`config.mk`:
```
export PLATFORM = sky130hd
export DESIGN_NAME = pc_fetch_unit
export DESIGN_NICKNAME = d
export VERILOG_FILES = /design/src/rtl/pc_fetch_unit.sv
export SDC_FILE = /design/constraint.sdc
export NUM_CORES = 1
export LEC_CHECK = 0
export ABC_AREA = 1
export ABC_CLOCK_PERIOD_IN_PS = 1650
export CAP_MARGIN = 30
export CORE_MARGIN = 8
export CORE_UTILIZATION = 39
export CTS_BUF_LIST = sky130_fd_sc_hd__clkbuf_4 sky130_fd_sc_hd__clkbuf_8 sky130_fd_sc_hd__clkbuf_16
export DETAILED_ROUTE_END_ITERATION = 6
export GPL_TIMING_DRIVEN = 0
export PLACE_DENSITY = 0.78
export SYNTH_ARGS = -nofsm -noshare
export SYNTH_HDL_FRONTEND = slang
export SYNTH_SLANG_ARGS = --single-unit
export TNS_END_PERCENT = 100
```
`constraint.sdc`:
```
create_clock -name clk -period 1.65 [get_ports clk]
set_input_delay 0.2475 -clock clk [delete_from_list [all_inputs] [get_ports clk]]
set_output_delay 0.2475 -clock clk [all_outputs]
set_load 0.02 [all_outputs]
```
`src/rtl/pc_fetch_unit.sv`:
```
// pc_fetch_unit: program counter, instruction fetch and run/halt control
// for the 9-bit ISA core. The PC is presented to instruction memory
// directly, and the fetched word is qualified by state, range and halt decode.
module pc_fetch_unit #(
  parameter logic [31:0] START_ADDR = 32'd0,
  parameter int unsigned IMEM_DEPTH = 1024,
  parameter logic [8:0]  HALT_INSTR = 9'h1FF,
  parameter int          CNT_WIDTH  = 16
) (
  input  logic                 clk,
  input  logic                 reset,
  input  logic                 start,
  input  logic                 stall,
  input  logic [31:0]          pc_in,
  input  logic [8:0]           imem_rdata,
  output logic [31:0]          imem_addr,
  output logic [31:0]          pc,
  output logic [31:0]          next_pc,
  output logic [8:0]           instruction,
  output logic                 valid,
  output logic                 done,
  output logic                 fault,
  output logic [CNT_WIDTH-1:0] instr_count
);

  typedef enum logic [1:0] {
    S_IDLE = 2'd0,
    S_RUN  = 2'd1,
    S_HALT = 2'd2
  } state_t;

  localparam logic [31:0]          DEPTH   = 32'(IMEM_DEPTH);
  localparam logic [CNT_WIDTH-1:0] CNT_MAX = {CNT_WIDTH{1'b1}};
  localparam logic [CNT_WIDTH-1:0] CNT_ONE = {{(CNT_WIDTH-1){1'b0}}, 1'b1};

  state_t               state_q, state_d;
  logic [31:0]          pc_q, pc_d;
  logic [CNT_WIDTH-1:0] cnt_q, cnt_d;
  logic                 fault_q, fault_d;

  logic in_range;
  logic is_halt;

  assign in_range = (pc_q < DEPTH);
  assign is_halt  = (imem_rdata == HALT_INSTR);

  // State, PC, retired count and sticky fault registers
  always_ff @(posedge clk or posedge reset) begin
    if (reset) begin
      state_q <= S_IDLE;
      pc_q    <= START_ADDR;
      cnt_q   <= '0;
      fault_q <= 1'b0;
    end else begin
      state_q <= state_d;
      pc_q    <= pc_d;
      cnt_q   <= cnt_d;
      fault_q <= fault_d;
    end
  end

  // Next-state logic: stall freezes RUN entirely; an out-of-range PC is
  // checked before the halt decode because the fetched word is meaningless.
  always_comb begin
    state_d = state_q;
    pc_d    = pc_q;
    cnt_d   = cnt_q;
    fault_d = fault_q;
    case (state_q)
      S_IDLE: begin
        pc_d = START_ADDR;
        if (start) begin
          state_d = S_RUN;
          cnt_d   = '0;
          fault_d = 1'b0;
        end
      end
      S_RUN: begin
        if (!stall) begin
          if (!in_range) begin
            state_d = S_HALT;
            fault_d = 1'b1;
          end else if (is_halt) begin
            state_d = S_HALT;
          end else begin
            pc_d = pc_in;
            if (cnt_q != CNT_MAX) cnt_d = cnt_q + CNT_ONE;
          end
        end
      end
      S_HALT: begin
        if (start) begin
          state_d = S_RUN;
          pc_d    = START_ADDR;
          cnt_d   = '0;
          fault_d = 1'b0;
        end
      end
      default: begin
        state_d = S_IDLE;
        pc_d    = START_ADDR;
      end
    endcase
  end

  // Outputs decoded from state and registers
  always_comb begin
    valid       = (state_q == S_RUN) && in_range && !is_halt;
    instruction = valid ? imem_rdata : 9'h000;
    done        = (state_q == S_HALT);
    fault       = fault_q;
    pc          = pc_q;
    imem_addr   = pc_q;
    next_pc     = pc_q + 32'd1;
    instr_count = cnt_q;
  end

endmodule

```
-- After elaboration in Yosys (flattened, before gate mapping)
Index checks and enable logic that the tools add are counted.
Widths: inputs -> output; s select.
- muxes and demuxes: 21
- reductions and logical operators: 10
- bitwise operators: 0
- eq/ne operators: 12
- shift-type cells: 0
- $mul: 0
- $add $sub $neg: 2
- div/mod/pow operators: 0
- magnitude comparators: 1
- operator list (cell ; number):
    $mux 32 ; 4
    $mux 16 ; 5
    $pmux 32 s2 ; 1
    $add 32x1->32 const B ; 1
    $lt 32x11->1 const B ; 1
    $pmux 16 s2 ; 1
    $add 16x1->16 const B ; 1
    $ne 16x16->1 const B ; 1
    $ne 2x2->1 const B ; 6
    $eq 9x9->1 const B ; 1
    $mux 9 ; 1
    $mux 2 ; 4
    $reduce_and 4->1 ; 2
    $reduce_and 6->1 ; 1
    $pmux 2 s2 ; 1
    $mux 1 ; 3
    $ne 3x3->1 const B ; 1
    $reduce_and 3->1 ; 1
    $eq 2x1->1 const B ; 1
    $eq 2x2->1 const B ; 1
    $logic_and 1x1->1 ; 2
    $logic_not 2->1 ; 1
    $ne 2x1->1 const B ; 1
    $pmux 1 s2 ; 1
    3 further kinds ; 3
- latch bits: 0
- output and inout bits: 124
- memories: 0
- ROM bits: 0
- register bits: 51
- logic and storage cells: 50
- bits of input ports: 45
- RAM bits: 0

-- Logic depth before layout (Yosys ltp)
- depth in word-level cells: 6
- gate-level depth with buffers: 10

-- Worst setup path after synthesis
OpenSTA, ideal clock, no wires.
- path kind: reg2out
- start point: register pc_q[0], in the netlist imem_addr[0]
- end point: output next_pc[16]
- arrival: 1.854 ns
- path slack: -0.451 ns
- required time: 1.402 ns
- cell stages (with the launch flop): 9
- buffers on the path: 0
- cell sequence: dfrtp_1 -> ha_1 -> nand3_1 -> inv_1 -> nand2_1 -> nor2_1 -> nand2_1 -> nor2_1 -> xor2_1
- longest elaborated chain between the ends: 1
- RTL lines (element ; line ; source):
    start, declared ; 37 ; logic [31:0] pc_q, pc_d;
    start signal, assigned ; 56 ; pc_q <= pc_d;
    $add 32x1->32 ; 114 ; next_pc = pc_q + 32'd1;
    end, declared ; 18 ; output logic [31:0] next_pc,
No other way between the ends.

-- Worst setup path in the final report
- start point: register pc_q[11], in the netlist imem_addr[11]
- end point: output next_pc[23]
Same word-level chain as after synthesis.

==> qor.yml <==
num_vias: 5324
grt_pass1_vias: 5116
mostFrequentLayoutCells: "149 x nand2_1, 128 x buf_4, 59 x dlygate4sd2_1, 56 x buf_6, 51 x nor2_1"
pin_count: 169
final_common_cell: "nand2_1"
drt_iter0_markers: 458
viasPerCell: 5.38
tightestPinTransition_ns: 0.506
ys_seq_area_frac: 0.329
violations: "negative setup slack"
r2r_end: "imem_addr[5]"
power.density_nw_per_um2: 1730
maxCapViolCount: 0
routed_wl_um: 18900
fin_skew_ns: 0.0105
rsz0062_at_grt: "true"
synth.net_count: 621
fin_area_sq_um: 7510
path_cells: "buf_6 > nand2_4 > nor3_4 > nand3_2 > nor3_2 > xor2_1 > buf_4"
antenna_found_initial: 0
cts-root-buf: "clkbuf_8"
grt_util_all_layers: 0.250
min_period_over_period: 1.34
drt_pre_antenna_iters: 5
r2r_slack_ns: -0.25
syn_to_final_growth_pct: 93.2
syn-cell-area_sq_um: 3880
min_path_type: "in -> async"
startpoint: "imem_addr[11]"
die_x_um: 116
timing.fmax_ghz: 0.453
end_kind: "primary output"
r2r_start: "imem_addr[11]"
cts_tree: "yes"
yosysWarnings: 0
gp_congestion: 0.881
fp-row-count: 36
syn_avg_cell_area_sq_um: 6.77
critPathMaxFanout: 3
grt_overflow_total: 0
drc: 0
power.leakage_nw: 4.08
ys_ff_latch: 51
ant_nets: 0
setup_slack_ns: -0.557
diodes: 0
place_ws_ns: -0.910
placed_area_sq_um: 6070
nets: 902
setup_viol: 87
r2r_cells: 10
crit_arrival_ns: 1.96
peakVddDrop_mv: 0.914
clk_pin_slew_ns: 0.10
numPortBuffers: 168
min_period_ns: 2.21
die_area_sq_um: 13400
htree_levels: 2
grt_first_pass_wirelength_um: 26500
finalHoldViolCount: 0
dp_hpwl_um: 11300
synthCells: 574
critPathKind: "reg -> out"
max-slew-margin-rel: 0.662
cts_buffer_depth: 2
start_util: 0.399
grt_max_degree: 40
insertion_delay_ns: 0.32
crit_path_top_delay_cell: "dfrtp_2"
nFillCells: 640
routedWlPerCell_um: 19.1
status: "finished, violations left"
hold_slack_ns: 0.196
synth.distinct_cells: 30
finalCoreUtilization: 0.771
cts_made_buffers: 5
die_h_um: 116
tns_ns: -24.66
final_max_slew_viol_count: 0
core_sq_um: 9730
cp.required_ns: 1.40
drive_above_1_share: 0.447
cts_hold_buf: 0
numClockSinks: 51
cp-start-kind: "flip-flop"
worst_path_largest_cell_delay_ns: 0.39
-- cell families (layout without fill, tap and decap cells) --
logic type                 count (synthesis)  after routing  share of synthesized area
AOI/OAI and AO/OA                          4              4                    0.00708
xor gates and xnor gates                  33             33                     0.0744
adders and majority gates                  2              2                    0.00644
buffers and inverters                    101            383                      0.143
DFF                                       51             51                      0.329
and+or+nand+nor                          383            383                      0.441
-- flip-flops by register name (all words and copies together), names as in the netlist --
| name | cells |
|---|---|
| fault | 1 |
| state_q | 2 |
| imem_addr | 32 |
| instr_count | 16 |
-- critical path: cells and delay by family, from the launching register on --
family                 cells  cell delay, ns
AND/OR/NAND/NOR            4            0.69
XOR/XNOR                   1            0.24
buffers and inverters      2            0.33
flip-flops                 1            0.39
-- synthesized netlist by cell type --
| master | count | area [sq um] |
|---|---|---|
| buf_2 | 6 | 30.0 |
| buf_4 | 36 | 270 |
| buf_6 | 4 | 45.0 |
| clkbuf_1 | 4 | 15.0 |
| dfrtp_1 | 51 | 1280 |
| ha_1 | 2 | 25.0 |
| inv_1 | 49 | 184 |
| inv_2 | 1 | 3.75 |
| inv_4 | 1 | 6.26 |
| nand2_1 | 187 | 702 |
| nand2_2 | 2 | 12.5 |
| nand2_4 | 1 | 11.3 |
| nand3_1 | 37 | 185 |
| nand3_2 | 1 | 10.0 |
| nand3_4 | 1 | 17.5 |
| nand3b_1 | 5 | 37.5 |
| nand4_1 | 43 | 269 |
| nor2_1 | 81 | 304 |
| nor2_2 | 4 | 25.0 |
| nor2_4 | 2 | 22.5 |
| nor2_8 | 1 | 20.0 |
| nor3_1 | 14 | 70.1 |
| nor3b_1 | 1 | 7.51 |
| o211ai_2 | 1 | 12.5 |
| o21ai_0 | 2 | 10.0 |
| o21ai_1 | 1 | 5.00 |
| or2_0 | 2 | 12.5 |
| or2_1 | 1 | 6.26 |
| xnor2_1 | 14 | 123 |
| xor2_1 | 19 | 166 |
-- per-stage QoR --
| stage | instances | power, W |
|---|---|---|
| final | 989 | 0.0130 |
| after global routing | 989 | 0.0136 |
| after CTS | 963 | 0.0119 |
| after detailed placement | 876 | 0.00904 |
| after global placement | 875 | 0.00888 |
| after floorplan | 574 | 0.00633 |
-- metal layers --
metal,up-vias,routed length (um),track usage,share of wire
met4,0,940,0.0882,0.050
met5,-,0,0,0
met3,93,1800,0.0594,0.095
met2,342,9250,0.437,0.49
li1,2359,-,-,-
met1,2530,6950,0.292,0.37
-- cell type report --
type                       count  area (sq um)  share of cell area
inverter                      51           204              0.0272
tap                          133           166              0.0222
clock inverter                 3          20.0             0.00267
sequential                    51          1320               0.176
clock buffer                   5          68.8             0.00917
timing repair buffer         274          2540               0.338
multi-input combinational    422          2790               0.372
buffer                        50           403              0.0537
-- report_power, final --
part           switching, W  leakage (nW)  internal [W]
clock              0.000470        0.0402      0.000297
combinational       0.00551          3.39       0.00467
sequential         0.000439         0.644       0.00159
total               0.00641          4.08       0.00656
-- how the worst max path moves through the flow --
stage	end	cells past startpoint	slack, ns
2_1_floorplan	instruction[0]	7	-0.11
4_1_cts	instruction[2]	8	-0.49
3_3_place_gp	imem_addr[4]	2	-0.98
3_5_place_dp	next_pc[27]	9	-0.91
6_report	next_pc[23]	7	-0.56
5_1_grt	next_pc[27]	10	-0.60
-- timing repair --
item | 4_1_cts | 5_1_grt
pin swaps | 55 | 42
gates cloned | 9 | 0
endpoints found under the setup margin | 157 | 109
gates resized for setup | 432 | 73
buffers inserted | 70 | 28
No activity file was read; power rests on OpenSTA's default activity.
